## src/rtl/keypad_scan_reader_pkg.sv

```systemverilog
// Shared constants for the keypad scanner: bus addresses, event-code field
// positions and read-word bit positions.
package keypad_scan_reader_pkg;

  localparam logic [15:0] KEYPAD_DEV_ADDR = 16'h0041;

  localparam int CODE_W    = 9;
  localparam int PRESS_BIT = 8;
  localparam int ROW_LSB   = 4;
  localparam int COL_LSB   = 0;
  localparam int VALID_BIT = 15;
  localparam int OVF_BIT   = 14;

  typedef enum logic [1:0] {
    BUS_NONE,
    BUS_POP,
    BUS_STATUS
  } bus_op_e;

  function automatic logic [CODE_W-1:0] make_event(input logic press,
                                                   input logic [3:0] row,
                                                   input logic [3:0] col);
    logic [CODE_W-1:0] code;
    code                    = '0;
    code[PRESS_BIT]         = press;
    code[ROW_LSB+3:ROW_LSB] = row;
    code[COL_LSB+3:COL_LSB] = col;
    return code;
  endfunction

endpackage

```

## src/rtl/keypad_scan_reader_fifo.sv

```systemverilog
// Synchronous show-ahead FIFO for key events. A pop in the same cycle as a push
// frees a slot, so a full FIFO still accepts that push.
module key_event_fifo #(
  parameter int DEPTH = 4,
  parameter int W     = 9
) (
  input  logic                       clk,
  input  logic                       rst_n,
  input  logic                       push,
  input  logic [W-1:0]               din,
  input  logic                       pop,
  output logic [W-1:0]               dout,
  output logic [$clog2(DEPTH):0]     count,
  output logic                       full,
  output logic                       empty
);

  localparam int AW = $clog2(DEPTH);

  logic [W-1:0]  mem_reg [DEPTH];
  logic [AW-1:0] wr_ptr_reg, rd_ptr_reg;
  logic [AW:0]   count_reg;
  logic          do_pop, do_push;

  assign empty   = (count_reg == '0);
  assign full    = (count_reg == (AW+1)'(DEPTH));
  assign do_pop  = pop && !empty;
  assign do_push = push && (!full || do_pop);
  assign count   = count_reg;
  assign dout    = mem_reg[rd_ptr_reg];

  always_ff @(posedge clk) begin
    if (do_push) mem_reg[wr_ptr_reg] <= din;
  end

  always_ff @(posedge clk or negedge rst_n) begin
    if (!rst_n) begin
      wr_ptr_reg <= '0;
      rd_ptr_reg <= '0;
      count_reg  <= '0;
    end else begin
      if (do_push) wr_ptr_reg <= wr_ptr_reg + 1'b1;
      if (do_pop)  rd_ptr_reg <= rd_ptr_reg + 1'b1;
      case ({do_push, do_pop})
        2'b10:   count_reg <= count_reg + 1'b1;
        2'b01:   count_reg <= count_reg - 1'b1;
        default: count_reg <= count_reg;
      endcase
    end
  end

endmodule

```

## src/rtl/keypad_scan_reader.sv

```systemverilog
// Matrix keypad scanner: one-cold column drive, synchronised row sense, per-key
// debounce, event FIFO and a pop/status read port on the DEVICE/DATA bus.
module keypad_scan_reader
  import keypad_scan_reader_pkg::*;
#(
  parameter int          ROWS       = 4,
  parameter int          COLS       = 4,
  parameter int          SCAN_DIV   = 15,
  parameter int          DEBOUNCE   = 3,
  parameter int          FIFO_DEPTH = 4,
  parameter logic [15:0] DEV_ADDR   = KEYPAD_DEV_ADDR
) (
  input  logic            clk,
  input  logic            rst_n,
  input  logic [15:0]     DEVICE,
  input  logic            rd,
  output logic [15:0]     DATA_out,
  output logic [COLS-1:0] key_col_out,
  input  logic [ROWS-1:0] key_row_in,
  output logic            key_irq
);

  localparam int ROW_W = (ROWS > 1) ? $clog2(ROWS) : 1;
  localparam int COL_W = (COLS > 1) ? $clog2(COLS) : 1;
  localparam int NKEYS = ROWS * COLS;
  localparam int KEY_W = (NKEYS > 1) ? $clog2(NKEYS) : 1;
  localparam int CNT_W = $clog2(FIFO_DEPTH) + 1;

  logic [ROWS-1:0]     row_meta_reg, row_sync_reg;
  logic [SCAN_DIV-1:0] presc_reg;
  logic [COL_W-1:0]    col_idx_reg, snap_col_reg;
  logic [ROWS-1:0]     snap_reg;
  logic [ROW_W-1:0]    row_idx_reg;
  logic                sweep_on_reg;
  logic                tick;

  logic [NKEYS-1:0]    stable_reg;
  logic [1:0]          cnt_reg [NKEYS];
  logic [KEY_W-1:0]    key_idx;
  logic                sample, stable_cur, key_toggle;
  logic [1:0]          cnt_inc;

  logic [CODE_W-1:0]   fifo_dout;
  logic [CNT_W-1:0]    fifo_count;
  logic                fifo_full, fifo_empty, fifo_pop;
  logic                ovf_reg, irq_reg;
  logic [15:0]         data_reg, pop_word, status_word;
  bus_op_e             bus_op;

  always_ff @(posedge clk or negedge rst_n) begin
    if (!rst_n) begin
      row_meta_reg <= '1;
      row_sync_reg <= '1;
    end else begin
      row_meta_reg <= key_row_in;
      row_sync_reg <= row_meta_reg;
    end
  end

  generate
    for (genvar gi = 0; gi < COLS; gi++) begin : g_col_drive
      assign key_col_out[gi] = (col_idx_reg != COL_W'(gi));
    end
  endgenerate

  assign tick = &presc_reg;

  // The tick snapshots the column's rows; the keys are then debounced one row
  // per clk so the FIFO sees at most one push per cycle (needs ROWS <= 2**SCAN_DIV).
  always_ff @(posedge clk or negedge rst_n) begin
    if (!rst_n) begin
      presc_reg    <= '0;
      col_idx_reg  <= '0;
      snap_reg     <= '0;
      snap_col_reg <= '0;
      row_idx_reg  <= '0;
      sweep_on_reg <= 1'b0;
    end else begin
      presc_reg <= presc_reg + 1'b1;
      if (tick) begin
        snap_reg     <= ~row_sync_reg;
        snap_col_reg <= col_idx_reg;
        row_idx_reg  <= '0;
        sweep_on_reg <= 1'b1;
        col_idx_reg  <= (col_idx_reg == COL_W'(COLS-1)) ? '0 : col_idx_reg + 1'b1;
      end else if (sweep_on_reg) begin
        row_idx_reg <= row_idx_reg + 1'b1;
        if (row_idx_reg == ROW_W'(ROWS-1)) sweep_on_reg <= 1'b0;
      end
    end
  end

  assign key_idx    = KEY_W'(int'(row_idx_reg) * COLS + int'(snap_col_reg));
  assign sample     = snap_reg[row_idx_reg];
  assign stable_cur = stable_reg[key_idx];
  assign cnt_inc    = cnt_reg[key_idx] + 2'd1;
  assign key_toggle = sweep_on_reg && (sample != stable_cur) && (cnt_inc == 2'(DEBOUNCE));

  always_ff @(posedge clk or negedge rst_n) begin
    if (!rst_n) begin
      stable_reg <= '0;
      for (int k = 0; k < NKEYS; k++) cnt_reg[k] <= 2'd0;
    end else if (sweep_on_reg) begin
      if (sample == stable_cur) begin
        cnt_reg[key_idx] <= 2'd0;
      end else if (key_toggle) begin
        stable_reg[key_idx] <= sample;
        cnt_reg[key_idx]    <= 2'd0;
      end else begin
        cnt_reg[key_idx] <= cnt_inc;
      end
    end
  end

  key_event_fifo #(
    .DEPTH (FIFO_DEPTH),
    .W     (CODE_W)
  ) u_fifo (
    .clk   (clk),
    .rst_n (rst_n),
    .push  (key_toggle),
    .din   (make_event(sample, 4'(row_idx_reg), 4'(snap_col_reg))),
    .pop   (fifo_pop),
    .dout  (fifo_dout),
    .count (fifo_count),
    .full  (fifo_full),
    .empty (fifo_empty)
  );

  always_comb begin
    bus_op = BUS_NONE;
    if (rd && DEVICE == DEV_ADDR)              bus_op = BUS_POP;
    else if (rd && DEVICE == DEV_ADDR + 16'd1) bus_op = BUS_STATUS;
  end

  assign fifo_pop = (bus_op == BUS_POP) && !fifo_empty;

  always_comb begin
    pop_word              = '0;
    pop_word[OVF_BIT]     = ovf_reg;
    if (!fifo_empty) begin
      pop_word[VALID_BIT]       = 1'b1;
      pop_word[CODE_W-1:0]      = fifo_dout;
    end
    status_word           = '0;
    status_word[15]       = ovf_reg;
    status_word[4:0]      = 5'(fifo_count);
  end

  always_ff @(posedge clk or negedge rst_n) begin
    if (!rst_n) begin
      data_reg <= '0;
      ovf_reg  <= 1'b0;
      irq_reg  <= 1'b0;
    end else begin
      irq_reg <= !fifo_empty;
      if (key_toggle && fifo_full && !fifo_pop) ovf_reg <= 1'b1;
      else if (bus_op == BUS_POP)                ovf_reg <= 1'b0;
      case (bus_op)
        BUS_POP:    data_reg <= pop_word;
        BUS_STATUS: data_reg <= status_word;
        default:    data_reg <= data_reg;
      endcase
    end
  end

  assign DATA_out = data_reg;
  assign key_irq  = irq_reg;

endmodule

```

## config.mk

```make
export PLATFORM = sky130hd
export DESIGN_NAME = keypad_scan_reader
export DESIGN_NICKNAME = d
export VERILOG_FILES = /design/src/rtl/keypad_scan_reader_pkg.sv /design/src/rtl/keypad_scan_reader_fifo.sv /design/src/rtl/keypad_scan_reader.sv
export SDC_FILE = /design/constraint.sdc
export NUM_CORES = 1
export LEC_CHECK = 0
export BUFFER_PORTS_ARGS = -buffer_cell sky130_fd_sc_hd__buf_4
export CORE_ASPECT_RATIO = 0.9
export CORE_MARGIN = 1
export CORE_UTILIZATION = 56
export CTS_BUF_LIST = sky130_fd_sc_hd__clkbuf_2
export CTS_CLUSTER_DIAMETER = 120
export DETAILED_ROUTE_END_ITERATION = 8
export PLACE_DENSITY_LB_ADDON = 0.12
export SYNTH_ARGS = -nofsm -noshare
export SYNTH_HDL_FRONTEND = slang
export SYNTH_SLANG_ARGS = --single-unit
```

## constraint.sdc

```tcl
create_clock -name clk -period 3.87 [get_ports clk]
set_input_delay 1.161 -clock clk [delete_from_list [all_inputs] [get_ports clk]]
set_output_delay 1.161 -clock clk [all_outputs]
set_load 0.01 [all_outputs]
```

==> flow_metrics.py <==
metrics = {
    "clock_network": {
        "clkLatencyLatePin_ns": 0.65,
        "htree_levels": 4,
        "cts.reportedPaths.clkPinSlew_ns": 0.17,
        "clk_path_buf_depth": 2,
        "cts_tree": "done",
        "clock-sinks": 119,
        "numCtsBuffers": 17,
        "root_buffer": "clkbuf_2",
        "postCtsSetupBuffers": 0,
    },
    "route": {
        "vias": 3596,
        "drtPass1Iterations": 4,
        "drt_iter0_drc": 145,
        "via_per_inst": 5.66,
        "drcViolationCount": 0,
        "routed_wl_um": 10200,
        "wire_per_inst_um": 16.0,
        "ant_nets": 0,
    },
    "logic_synthesis": {
        "synth_cell_types": 46,
        "yosysSeqAreaShare_pct": 56.0,
        "synth-main-ff-cell": "dfrtp_1",
        "synth_edf_count": 20,
        "ys_warn_count": 0,
        "yosysTopAreaCell": "dfrtp_1",
        "synth_cells": 457,
        "synthTopCellsByArea": "dfrtp_1, edfxtp_1, mux4_2",
        "synth_area_um2": 5520,
        "syn_avg_cell_area_um2": 12.1,
        "yosys.area.top_type_share_pct": 41.3,
        "async_flop_share_pct": 83.2,
        "synth-seq-cells": 119,
    },
    "floorplan": {
        "die_area_um2": 10300,
        "die_y_um": 96.2,
        "die_x_um": 107,
        "io_pins": 44,
        "fp.coreArea_um2": 9330,
        "start_util_pct": 59.1,
        "num_rows": 33,
    },
    "power": {
        "leakage_uw": 0.00276,
        "power_density_nw_per_um2": 364,
        "peakVddDrop_v": 0.000254,
    },
    "worst_setup_path": {
        "crit_chain": "mux4_1 > mux4_2 > ha_1 > nand2_2 > nor2b_4 > or2_2 > fa_1 > or4b_2 > o211ai_1 > nand3_1",
        "r2r-end": "u_fifo.count[2]",
        "cp_slowest_cell": "or4b_2",
        "crit_buf_inv": 0,
        "reg2reg_slack_ns": 0.11,
        "worstSetupEndpointType": "register",
        "timing.rr.start": "snap_col_reg[0]",
        "cp-start-kind": "register",
        "r2r_cells": 10,
        "critical_path_arrival_ns": 4.29,
        "crit_type": "reg2reg",
        "critPathMaxFanout": 16,
        "cp_top_family": "simple AND/OR/NAND/NOR gates",
        "crit_path_max_incr_delay_ns": 0.68,
        "crit_required_ns": 4.40,
    },
    "placed_design": {
        "gp_congestion": 0.775,
        "postPlaceCellArea_um2": 5890,
        "dp_hpwl_um": 7030,
        "numPortBuffers": 35,
    },
    "worst_hold_path": {
        "hp-start": "row_meta_reg[2]",
        "holdPathEnd": "row_sync_reg[2]",
        "hold_path.class": "reg2reg",
        "hold_path_depth": 0,
    },
    "global_route": {
        "grt_pass1_wl_um": 17000,
        "grt_pass1_vias": 3546,
        "grt_max_degree": 47,
        "antenna_found_initial": 0,
        "grt.total_usage_pct": 22.0,
        "grt_overflow": 0,
    },
    "final_layout": {
        "largest_reg_flops": 32,
        "fin_util_pct": 66.1,
        "drive_above_1_share_pct": 24.2,
        "fill_cells": 702,
        "final_cell_area_um2": 6170,
        "syn_to_final_growth_pct": 11.8,
        "final_nets": 538,
        "antenna_cells": 0,
    },
    "sta": {
        "layout_min_cycle_time_ns": 3.76,
        "fmax_mhz": 266,
        "drv_slew": 0,
        "rsz0062_at_grt": "false",
        "hold_viol_final": 0,
        "fin_crit_sh_pct": 97.2,
        "setup_viol_count_final": 0,
        "final.setup_skew_ns": 0.0380,
        "final.setup.tns_ns": 0,
        "worst_slew_pin_slew_ns": 0.661,
        "relSlewSlack_pct": 56.0,
    },
    "outcome": {
        "status": "complete, no violations",
    },
    "flow_run": {
        "max_cap_viol_count": 0,
    },
}
-- synth_stat cells (9+ instances only) --
library cell	count
mux2i_1	9
nor2_1	12
xnor2_1	13
ha_1	14
edfxtp_1	20
clkbuf_1	18
mux4_2	13
inv_1	14
dfrtp_1	91
nand3_1	44
nand2_1	64
mux2_2	14
o21ai_0	44
-- where the power goes --
| group | total [µW] | leakage [µW] | switching [µW] | internal, µW |
|---|---|---|---|---|
| registers | 1280 | 0.00156 | 1.18 | 1280 |
| logic | 44.8 | 0.00104 | 27.9 | 17.0 |
| clock network | 921 | 0.000161 | 493 | 429 |
| total | 2240 | 0.00276 | 522 | 1720 |
-- layout make-up --
class	instances	area, µm²	share of cell area [%]
repair buffers	48	360	5.84
well taps	122	153	2.47
clock inverters	15	198	3.20
inverters	14	52.6	0.852
multi-input cells	300	2230	36.2
flip-flops and latches	119	3090	50.1
clock buffers	17	85.1	1.38
-- cell usage in the layout, fill, tap and decap left out, drive strengths merged, types with 3 or more instances in the layout --
cell | netlist | final
and2 | 7 | 7
and3 | 4 | 4
buf | 13 | 48
bufinv | 0 | 4
clkbuf | 18 | 17
clkinv | 0 | 4
conb | 1 | 8
dfrtp | 91 | 91
dfstp | 8 | 8
edfxtp | 20 | 20
ha | 14 | 14
inv | 14 | 19
mux2 | 17 | 17
mux2i | 9 | 9
mux4 | 20 | 20
nand2 | 64 | 64
nand3 | 44 | 44
nand4 | 5 | 5
nor2 | 12 | 12
nor2b | 5 | 5
nor3 | 3 | 3
nor4 | 3 | 3
nor4b | 3 | 3
o21ai | 44 | 44
xnor2 | 13 | 13
xor2 | 5 | 5
-- per-stage QoR --
stage | worst slack [ns] | total power (µW) | std cells | hold WS (ns)
after detailed placement | 0.115 | 1350 | 603 | 0.349
final | 0.109 | 2240 | 635 | 0.370
after CTS | 0.110 | 2270 | 635 | 0.371
after global routing | 0.00734 | 2320 | 635 | 0.374
after floorplan | 0.0128 | 1310 | 464 | 0.345
after global placement | 0.217 | 1350 | 603 | 0.346
-- cell families (layout without fill, tap and decap cells) --
logic type / after synthesis / in the layout / synth area share, %
simple gates: 163 / 163 / 14.6
flops: 119 / 119 / 56.0
compound gates: 50 / 50 / 4.85
mux: 46 / 46 / 13.9
buf+inv: 45 / 94 / 4.15
xor+xnor: 18 / 18 / 2.86
fa+ha+maj: 15 / 15 / 3.54
other cells: 1 / 8 / 0.0679
-- metal layers --
layer  up-vias  global-route usage [%]  share of wire (%)
li1       1697                       -                  -
met4         0                    8.22               0.93
met1      1779                    29.2                 46
met2       107                    35.7                 48
met5         -                       0                  0
met3        13                    5.15                5.0
-- how the worst max path moves through the flow --
stage	cells past startpoint	end	startpoint	slack (ns)
2_1_floorplan	13	u_fifo.count[2]	snap_col_reg[0]	0.01
3_3_place_gp	10	u_fifo.count[2]	snap_col_reg[0]	0.22
3_5_place_dp	10	u_fifo.count[2]	snap_col_reg[0]	0.11
4_1_cts	10	u_fifo.count[2]	snap_col_reg[0]	0.11
5_1_grt	10	u_fifo.count[2]	snap_col_reg[0]	0.007
6_report	10	u_fifo.count[2]	snap_col_reg[0]	0.11
-- timing repair --
action                                  4_1_cts  5_1_grt
endpoints found under the setup margin        0        1
hold buffers                                  0        0
gates resized for setup                       0        1
Note: power is estimated with default switching activity, not from simulation.
